File: config.mk
export PLATFORM = sky130hd
export DESIGN_NAME = pong_game_ctrl
export DESIGN_NICKNAME = d
export VERILOG_FILES = /design/src/rtl/pong_game_ctrl.sv
export SDC_FILE = /design/constraint.sdc
export NUM_CORES = 1
export LEC_CHECK = 0
export ABC_AREA = 1
export CAP_MARGIN = 20
export CORE_ASPECT_RATIO = 1.4
export CORE_UTILIZATION = 56
export CTS_CLUSTER_DIAMETER = 120
export DETAILED_ROUTE_END_ITERATION = 10
export PLACE_DENSITY_LB_ADDON = 0.12
export SYNTH_ARGS = -nofsm -noshare
export SYNTH_HDL_FRONTEND = slang
export SYNTH_SLANG_ARGS = --single-unit
File: constraint.sdc
create_clock -name clk_i -period 2.55 [get_ports clk_i]
set_clock_uncertainty 0.15 [all_clocks]
set_input_delay 0.255 -clock clk_i [delete_from_list [all_inputs] [get_ports clk_i]]
set_output_delay 0.255 -clock clk_i [all_outputs]
set_load 0.02 [all_outputs]
File: src/rtl/pong_game_ctrl.sv
// pong_game_ctrl: match sequencer for a two-player pong game.
// Walks IDLE -> SERVE -> PLAY -> POINT -> (SERVE | OVER), keeps both scores,
// and issues the per-frame physics strobe and ball-centre pulse.
// Optional feature: define PONG_CTRL_PAUSE_EN to enable the PAUSE state
// driven by pause_btn_i rising edges while in PLAY.
module pong_game_ctrl #(
    parameter int unsigned SERVE_FRAMES = 60,
    parameter int unsigned POINT_FRAMES = 30,
    parameter int unsigned WIN_SCORE    = 9
) (
    input  logic       clk_i,
    input  logic       rst_n_i,
    input  logic       frame_tick_i,
    input  logic       start_btn_i,
    input  logic       pause_btn_i,
    input  logic       miss_l_i,
    input  logic       miss_r_i,
    output logic       update_o,
    output logic       ball_reset_o,
    output logic       serve_dir_o,
    output logic [3:0] score_l_o,
    output logic [3:0] score_r_o,
    output logic [2:0] state_o,
    output logic       game_over_o,
    output logic       winner_o
);

    localparam int unsigned MAX_FRAMES = (SERVE_FRAMES > POINT_FRAMES) ? SERVE_FRAMES : POINT_FRAMES;
    localparam int unsigned CNT_W      = (MAX_FRAMES > 1) ? $clog2(MAX_FRAMES) : 1;
    localparam logic [CNT_W-1:0] SERVE_LAST = CNT_W'(SERVE_FRAMES - 1);
    localparam logic [CNT_W-1:0] POINT_LAST = CNT_W'(POINT_FRAMES - 1);
    localparam logic [3:0]       WIN        = 4'(WIN_SCORE);

    typedef enum logic [2:0] {
        IDLE  = 3'd0,
        SERVE = 3'd1,
        PLAY  = 3'd2,
        POINT = 3'd3,
        OVER  = 3'd4,
        PAUSE = 3'd5
    } state_t;

    state_t           state;
    logic             start_q;
    logic             pause_q;
    logic [CNT_W-1:0] frame_cnt;

    logic start_rise;
    logic pause_rise;
    logic serve_done;
    logic point_done;

    // Button edge detection; edge registers reset high so a held button is not an edge.
    assign start_rise = start_btn_i & ~start_q;
    assign pause_rise = pause_btn_i & ~pause_q;

    // The N-th frame tick of a timed state ends it at this edge.
    assign serve_done = frame_tick_i && (frame_cnt == SERVE_LAST);
    assign point_done = frame_tick_i && (frame_cnt == POINT_LAST);

`ifndef PONG_CTRL_PAUSE_EN
    // Pause is not built in; the edge is computed but deliberately left unused.
    logic pause_rise_unused;
    assign pause_rise_unused = pause_rise;
`endif

    assign state_o = state;

    // Game state machine with registered scores, strobes and status outputs.
    always_ff @(posedge clk_i) begin
        if (!rst_n_i) begin
            state        <= IDLE;
            start_q      <= 1'b1;
            pause_q      <= 1'b1;
            frame_cnt    <= '0;
            score_l_o    <= 4'd0;
            score_r_o    <= 4'd0;
            serve_dir_o  <= 1'b1;
            update_o     <= 1'b0;
            ball_reset_o <= 1'b0;
            game_over_o  <= 1'b0;
            winner_o     <= 1'b0;
        end else begin
            start_q      <= start_btn_i;
            pause_q      <= pause_btn_i;
            ball_reset_o <= 1'b0;
            update_o     <= frame_tick_i && (state == PLAY);
            if (frame_tick_i) begin
                frame_cnt <= frame_cnt + CNT_W'(1);
            end

            case (state)
                IDLE, OVER: begin
                    if (start_rise) begin
                        state        <= SERVE;
                        score_l_o    <= 4'd0;
                        score_r_o    <= 4'd0;
                        serve_dir_o  <= 1'b1;
                        game_over_o  <= 1'b0;
                        winner_o     <= 1'b0;
                        ball_reset_o <= 1'b1;
                        frame_cnt    <= '0;
                    end
                end

                SERVE: begin
                    if (serve_done) begin
                        state <= PLAY;
                    end
                end

                PLAY: begin
                    if (miss_l_i && miss_r_i) begin
                        state     <= POINT;
                        frame_cnt <= '0;
                    end else if (miss_l_i) begin
                        if (score_r_o != WIN) begin
                            score_r_o <= score_r_o + 4'd1;
                        end
                        serve_dir_o <= 1'b0;
                        state       <= POINT;
                        frame_cnt   <= '0;
                    end else if (miss_r_i) begin
                        if (score_l_o != WIN) begin
                            score_l_o <= score_l_o + 4'd1;
                        end
                        serve_dir_o <= 1'b1;
                        state       <= POINT;
                        frame_cnt   <= '0;
                    end
`ifdef PONG_CTRL_PAUSE_EN
                    else if (pause_rise) begin
                        state <= PAUSE;
                    end
`endif
                end

                POINT: begin
                    if (point_done) begin
                        frame_cnt <= '0;
                        if ((score_l_o == WIN) || (score_r_o == WIN)) begin
                            state       <= OVER;
                            game_over_o <= 1'b1;
                            winner_o    <= (score_r_o == WIN);
                        end else begin
                            state        <= SERVE;
                            ball_reset_o <= 1'b1;
                        end
                    end
                end

`ifdef PONG_CTRL_PAUSE_EN
                PAUSE: begin
                    if (pause_rise) begin
                        state <= PLAY;
                    end
                end
`endif

                default: begin
                    state <= IDLE;
                end
            endcase
        end
    end

endmodule
Word level (Yosys, flattened, before mapping). Cells that the tools add are included. W data, S select, Z words.

Output and inout port bits: 16. Flip-flop bits (word level): 23.

Add/subtract/negate cells: 3. Multiplexer cells: 41. Eq/ne operators: 22. Reduce and logical (&&, ||, !) cells: 14. Bitwise gates (word level): 2.

Operator list (number): $mux W6 (6); $mux W4 (8); $mux W3 (7); $pmux W6 S3 (1); $ne A2 B2 Y1 const B (8); $pmux W4 S2 (2); $mux W1 (12); $pmux W3 S4 (1); $reduce_and A4 Y1 (3); $add A4 B1 Y4 const B (2); $eq A4 B4 Y1 const B (2); $ne A4 B4 Y1 const B (2); $pmux W1 S2 (4); $add A6 B1 Y6 const B (1); $eq A3 B2 Y1 const B (2); $eq A6 B5 Y1 const B (1); $eq A6 B6 Y1 const B (1); $reduce_and A6 Y1 (1); $reduce_and A5 Y1 (1); $logic_and A1 B1 Y1 (4); $ne A2 B1 Y1 const B (2); $ne A4 B3 Y1 const B (1); $reduce_bool A2 Y1 (2); $eq A3 B1 Y1 const B (1); other kinds (7) (7).

Logic depth before layout (Yosys ltp).
Depth in word-level cells: 6. Mapped depth: 10.

Least setup slack after synthesis. Ideal clock, no wire load.

Kind: register to register. Start: register score_r_o[1]. End: register score_r_o[3]. Period minus slack after synthesis: 1.561 ns. Stages on the path, launching flop included: 9. Path slack: 0.989 ns. Arrival time: 1.279 ns. Library setup time: 0.132 ns. Path through: dfxtp_1 -> inv_1 -> ha_1 -> nand2_1 -> nor2_1 -> o21ai_4 -> nand3_2 -> nand2_1 -> a21oi_1.

Word-level cells in the longest chain between the ends: 5.

Ends and longest elaborated chain: from (decl) (line 22) `output logic [3:0] score_r_o,`; from (signal assigned) (line 118) `score_r_o <= score_r_o + 4'd1;`; $add A4 B1 Y4 (line 118); $mux W4 (line 117) `if (score_r_o != WIN) begin`; $mux W4 (line 116) `end else if (miss_l_i) begin`; $mux W4 (line 113) `if (miss_l_i && miss_r_i) begin`; $pmux W4 S2 (line 92) `case (state)`.

Parallel ways exist; a longest one is shown, timed or not. The select of a mux whose other input is x is not followed. A chain may end at the register's enable or synchronous reset.

Worst setup path after layout.
Start: register state[1] (netlist: state_o[1]). End: output state_o[1].

RTL lines: from (decl) (line 43) `state_t state;`; from (signal assigned) (line 72) `state <= IDLE;`; from (signal assigned) (line 95) `state <= SERVE;`; from (signal assigned) (line 108) `state <= PLAY;`; to (decl) (line 23) `output logic [2:0] state_o,`.

No word-level cell between the ends.

==> results.txt <==
Slew @ Worst Pin = 0.407 ns
CP Data Required Time = 2.14 ns
Min Clock Period, post-route = 1.95 ns
outcome = complete, no violations
Area after DPL = 1570 um^2
Sink Count = 23
max_slew headroom = 0.728
DRC Markers = 0
# setup viols final = 0
CP endpoint = state_o[1]
register area = 460 um^2
Reg2Reg Launch Point = score_r_o[0]$_SDFFE_PN0P_
CP Class = flip-flop to output pin
post-route ant nets = 0
R2R Setup Slk = 0.93 ns
full die area = 2610 um^2
clock-pin slew on the worst setup and hold paths = 0.12 ns
largest net degree at the start of global routing = 13
area delta synth->final = 18.2%
RR Endpoint = score_r_o[3]$_SDFFE_PN0P_
num rows = 20
Initial DRC Count = 22
instance count on the critical path = 1
Reg power frac = 0.563
hold_ws = 0.326 ns
io pins = 23
sw frac = 0.300
Hold Crit Class = flip-flop to flip-flop
RSZ-0062 raised after global routing = false
delay-heaviest family, CP = buffers and inverters
Final nets = 231
power per cell area = 439 nW/um^2
WL/cell = 12.0 um
Static Leakage = 0.616 nW
die height = 60.0 um
vias per inst = 5.56
register bit count reported by yosys = 23
worst-skew pair later-pin latency = 0.31 ns
crit-path cells = clkdlybuf4s50_1
slowest cell on the critical path = clkdlybuf4s50_1
share of cells above drive strength 1 = 0.0968
CTS tree = done
Fillers = 201
synthesized cell area = 1350 um^2
Core Area = 2230 um^2
Post-Syn Instances = 195
worst vdd rail ir drop = 309 uV
antenna cells = 0
setup TNS = 0 ns
routed wire length = 2.87 mm
CP endpoint kind = output pin
vias = 1,328
IO Port Bufs = 21
Worst Path Max Fanout = 8
vias in the first global route = 1,222
Synth Area per Inst = 6.91 um^2
Worst setup SP type = flip-flop
Clock Tree Buf Depth = 2
initial core utilization = 0.605
fmax = 0.513 GHz
post-CTS resize count = 0
Clk pwr share = 0.241
switching power = 0.000209 W
worst path arrival time = 1.54 ns
Comb pwr share = 0.195
Hold-fix buffers, CTS = 0
fin. max-slew vios = 0
CTS Buf Count = 3
total grt overflow = 0
Die X = 43.5 um
final worst path period share = 0.764
r2r worst-path depth = 7
Setup Buffers After CTS = 0
syn nets = 208
H-Tree Depth = 1
Buf+Inv Stages, Crit Path = 1
Max-Cap Viols = 0
initial antenna violation count = 0
DPL Wire Length = 2.25 mm
part of the Yosys area used for sequential elements = 0.342
multi-input logic area = 782 um^2
first-pass GRT wire length = 4.83 mm
root buf cell = clkbuf_4
synth unique cells = 26
final hold vios = 0
Pre-antenna DRT Iters = 4
Crit. Startpoint = state_o[1]$_SDFFE_PN0P_
Ys Warns = 0
Worst path max stage delay = 0.68 ns
overall routing resource usage = 0.245
Design Area, Final = 1590 um^2
Int Pwr = 0.000489 W
Placer Congestion = 0.846
cells by family (layout without fill, tap and decap cells):
logic type	after synthesis	count (layout)	synth area share
adders and majority gates	6	6	0.0557
DFF	23	23	0.342
buffers and inverters	26	48	0.0780
and+or+nand+nor	115	115	0.398
AOI/OAI and AO/OA	19	19	0.0873
xor gates and xnor gates	6	6	0.0390
cell type report:
type,count,area share
Sequential cell,23,0.289
Inverter,23,0.0542
Timing Repair Buffer,21,0.132
Clock buffer,4,0.0165
Tap cell,22,0.0173
Multi-Input combinational cell,146,0.491
routing by layer:
layer | vias up | global-route usage | wire length [um]
met2 | 35 | 0.463 | 1510
met3 | 9 | 0.0242 | 131
met1 | 614 | 0.255 | 1160
li1 | 670 | - | -
met4 | 0 | 0.147 | 64
met5 | - | 0 | 0
stage by stage:
| step | cells | setup WS, ns | utilization | total power (W) |
|---|---|---|---|---|
| after floorplan | 195 | 0.989 | - | 0.000491 |
| after global placement | 235 | 0.662 | 0.703 | 0.000532 |
| after detailed placement | 235 | 0.612 | 0.703 | 0.000537 |
| after CTS | 239 | 0.597 | 0.715 | 0.000702 |
| after global routing | 239 | 0.555 | 0.715 | 0.000730 |
| final | 239 | 0.602 | 0.715 | 0.000699 |
placed cells by master (no fill, tap or decap), drive strengths merged:
master / instances
clkbuf: 4
nand2: 50
xor2: 3
nor3: 1
nand4: 11
ha: 6
xnor2: 3
dfxtp: 23
nand3: 15
clkdlybuf4s50: 21
or2: 3
nor2: 35
inv: 23
o21ai: 5
a21oi: 14
power groups by stage:
stage | Clock (W) | Combinational, W | Sequential, W
6_report | 0.000169 | 0.000136 | 0.000393
4_1_cts | 0.000172 | 0.000137 | 0.000394
2_1_floorplan | 0 | 0.0000828 | 0.000408
3_3_place_gp | 0 | 0.000132 | 0.000400
3_5_place_dp | 0 | 0.000136 | 0.000401
5_1_grt | 0.000181 | 0.000153 | 0.000397
worst reg2reg max path, stage by stage, from the launching register on:
cell and delay, ns:
dfxtp_1 0.46, ha_1 0.21, nand2_1 0.06, nor2_1 0.24
o21ai_4 0.11, nand3_2 0.11, nand2_1 0.07, a21oi_1 0.14
cell usage after synthesis (all sizes together):
master | count | area (um^2)
dfxtp | 23 | 460
a21oi | 14 | 81.3
buf | 2 | 15.0
o21ai | 5 | 36.3
nand2 | 50 | 203
inv | 23 | 86.3
clkbuf | 1 | 3.75
nor2 | 35 | 144
ha | 6 | 75.1
xnor2 | 3 | 26.3
xor2 | 3 | 26.3
nand3 | 15 | 97.6
or2 | 3 | 18.8
nand4 | 11 | 68.8
nor3 | 1 | 5.00
registers in the layout, summed over array words and instances, names as in the netlist:
register / count
frame_cnt: 6
winner_o: 1
game_over_o: 1
score_r_o: 4
score_l_o: 4
update_o: 1
state_o: 3
ball_reset_o: 1
serve_dir_o: 1
start_q: 1
worst min path at each step:
| stage | from | to | slack, ns | cells after the start |
|---|---|---|---|---|
| after floorplan | start_btn_i | start_q$_SDFF_PN1_ | 0.21 | 1 |
| after global placement | game_over_o$_SDFFE_PN0P_ | game_over_o$_SDFFE_PN0P_ | 0.30 | 2 |
| after detailed placement | winner_o$_SDFFE_PN0P_ | winner_o$_SDFFE_PN0P_ | 0.31 | 2 |
| after CTS | winner_o$_SDFFE_PN0P_ | winner_o$_SDFFE_PN0P_ | 0.33 | 2 |
| after global routing | game_over_o$_SDFFE_PN0P_ | game_over_o$_SDFFE_PN0P_ | 0.35 | 2 |
| final | winner_o$_SDFFE_PN0P_ | winner_o$_SDFFE_PN0P_ | 0.33 | 2 |
(Power assumes the default switching activity.)
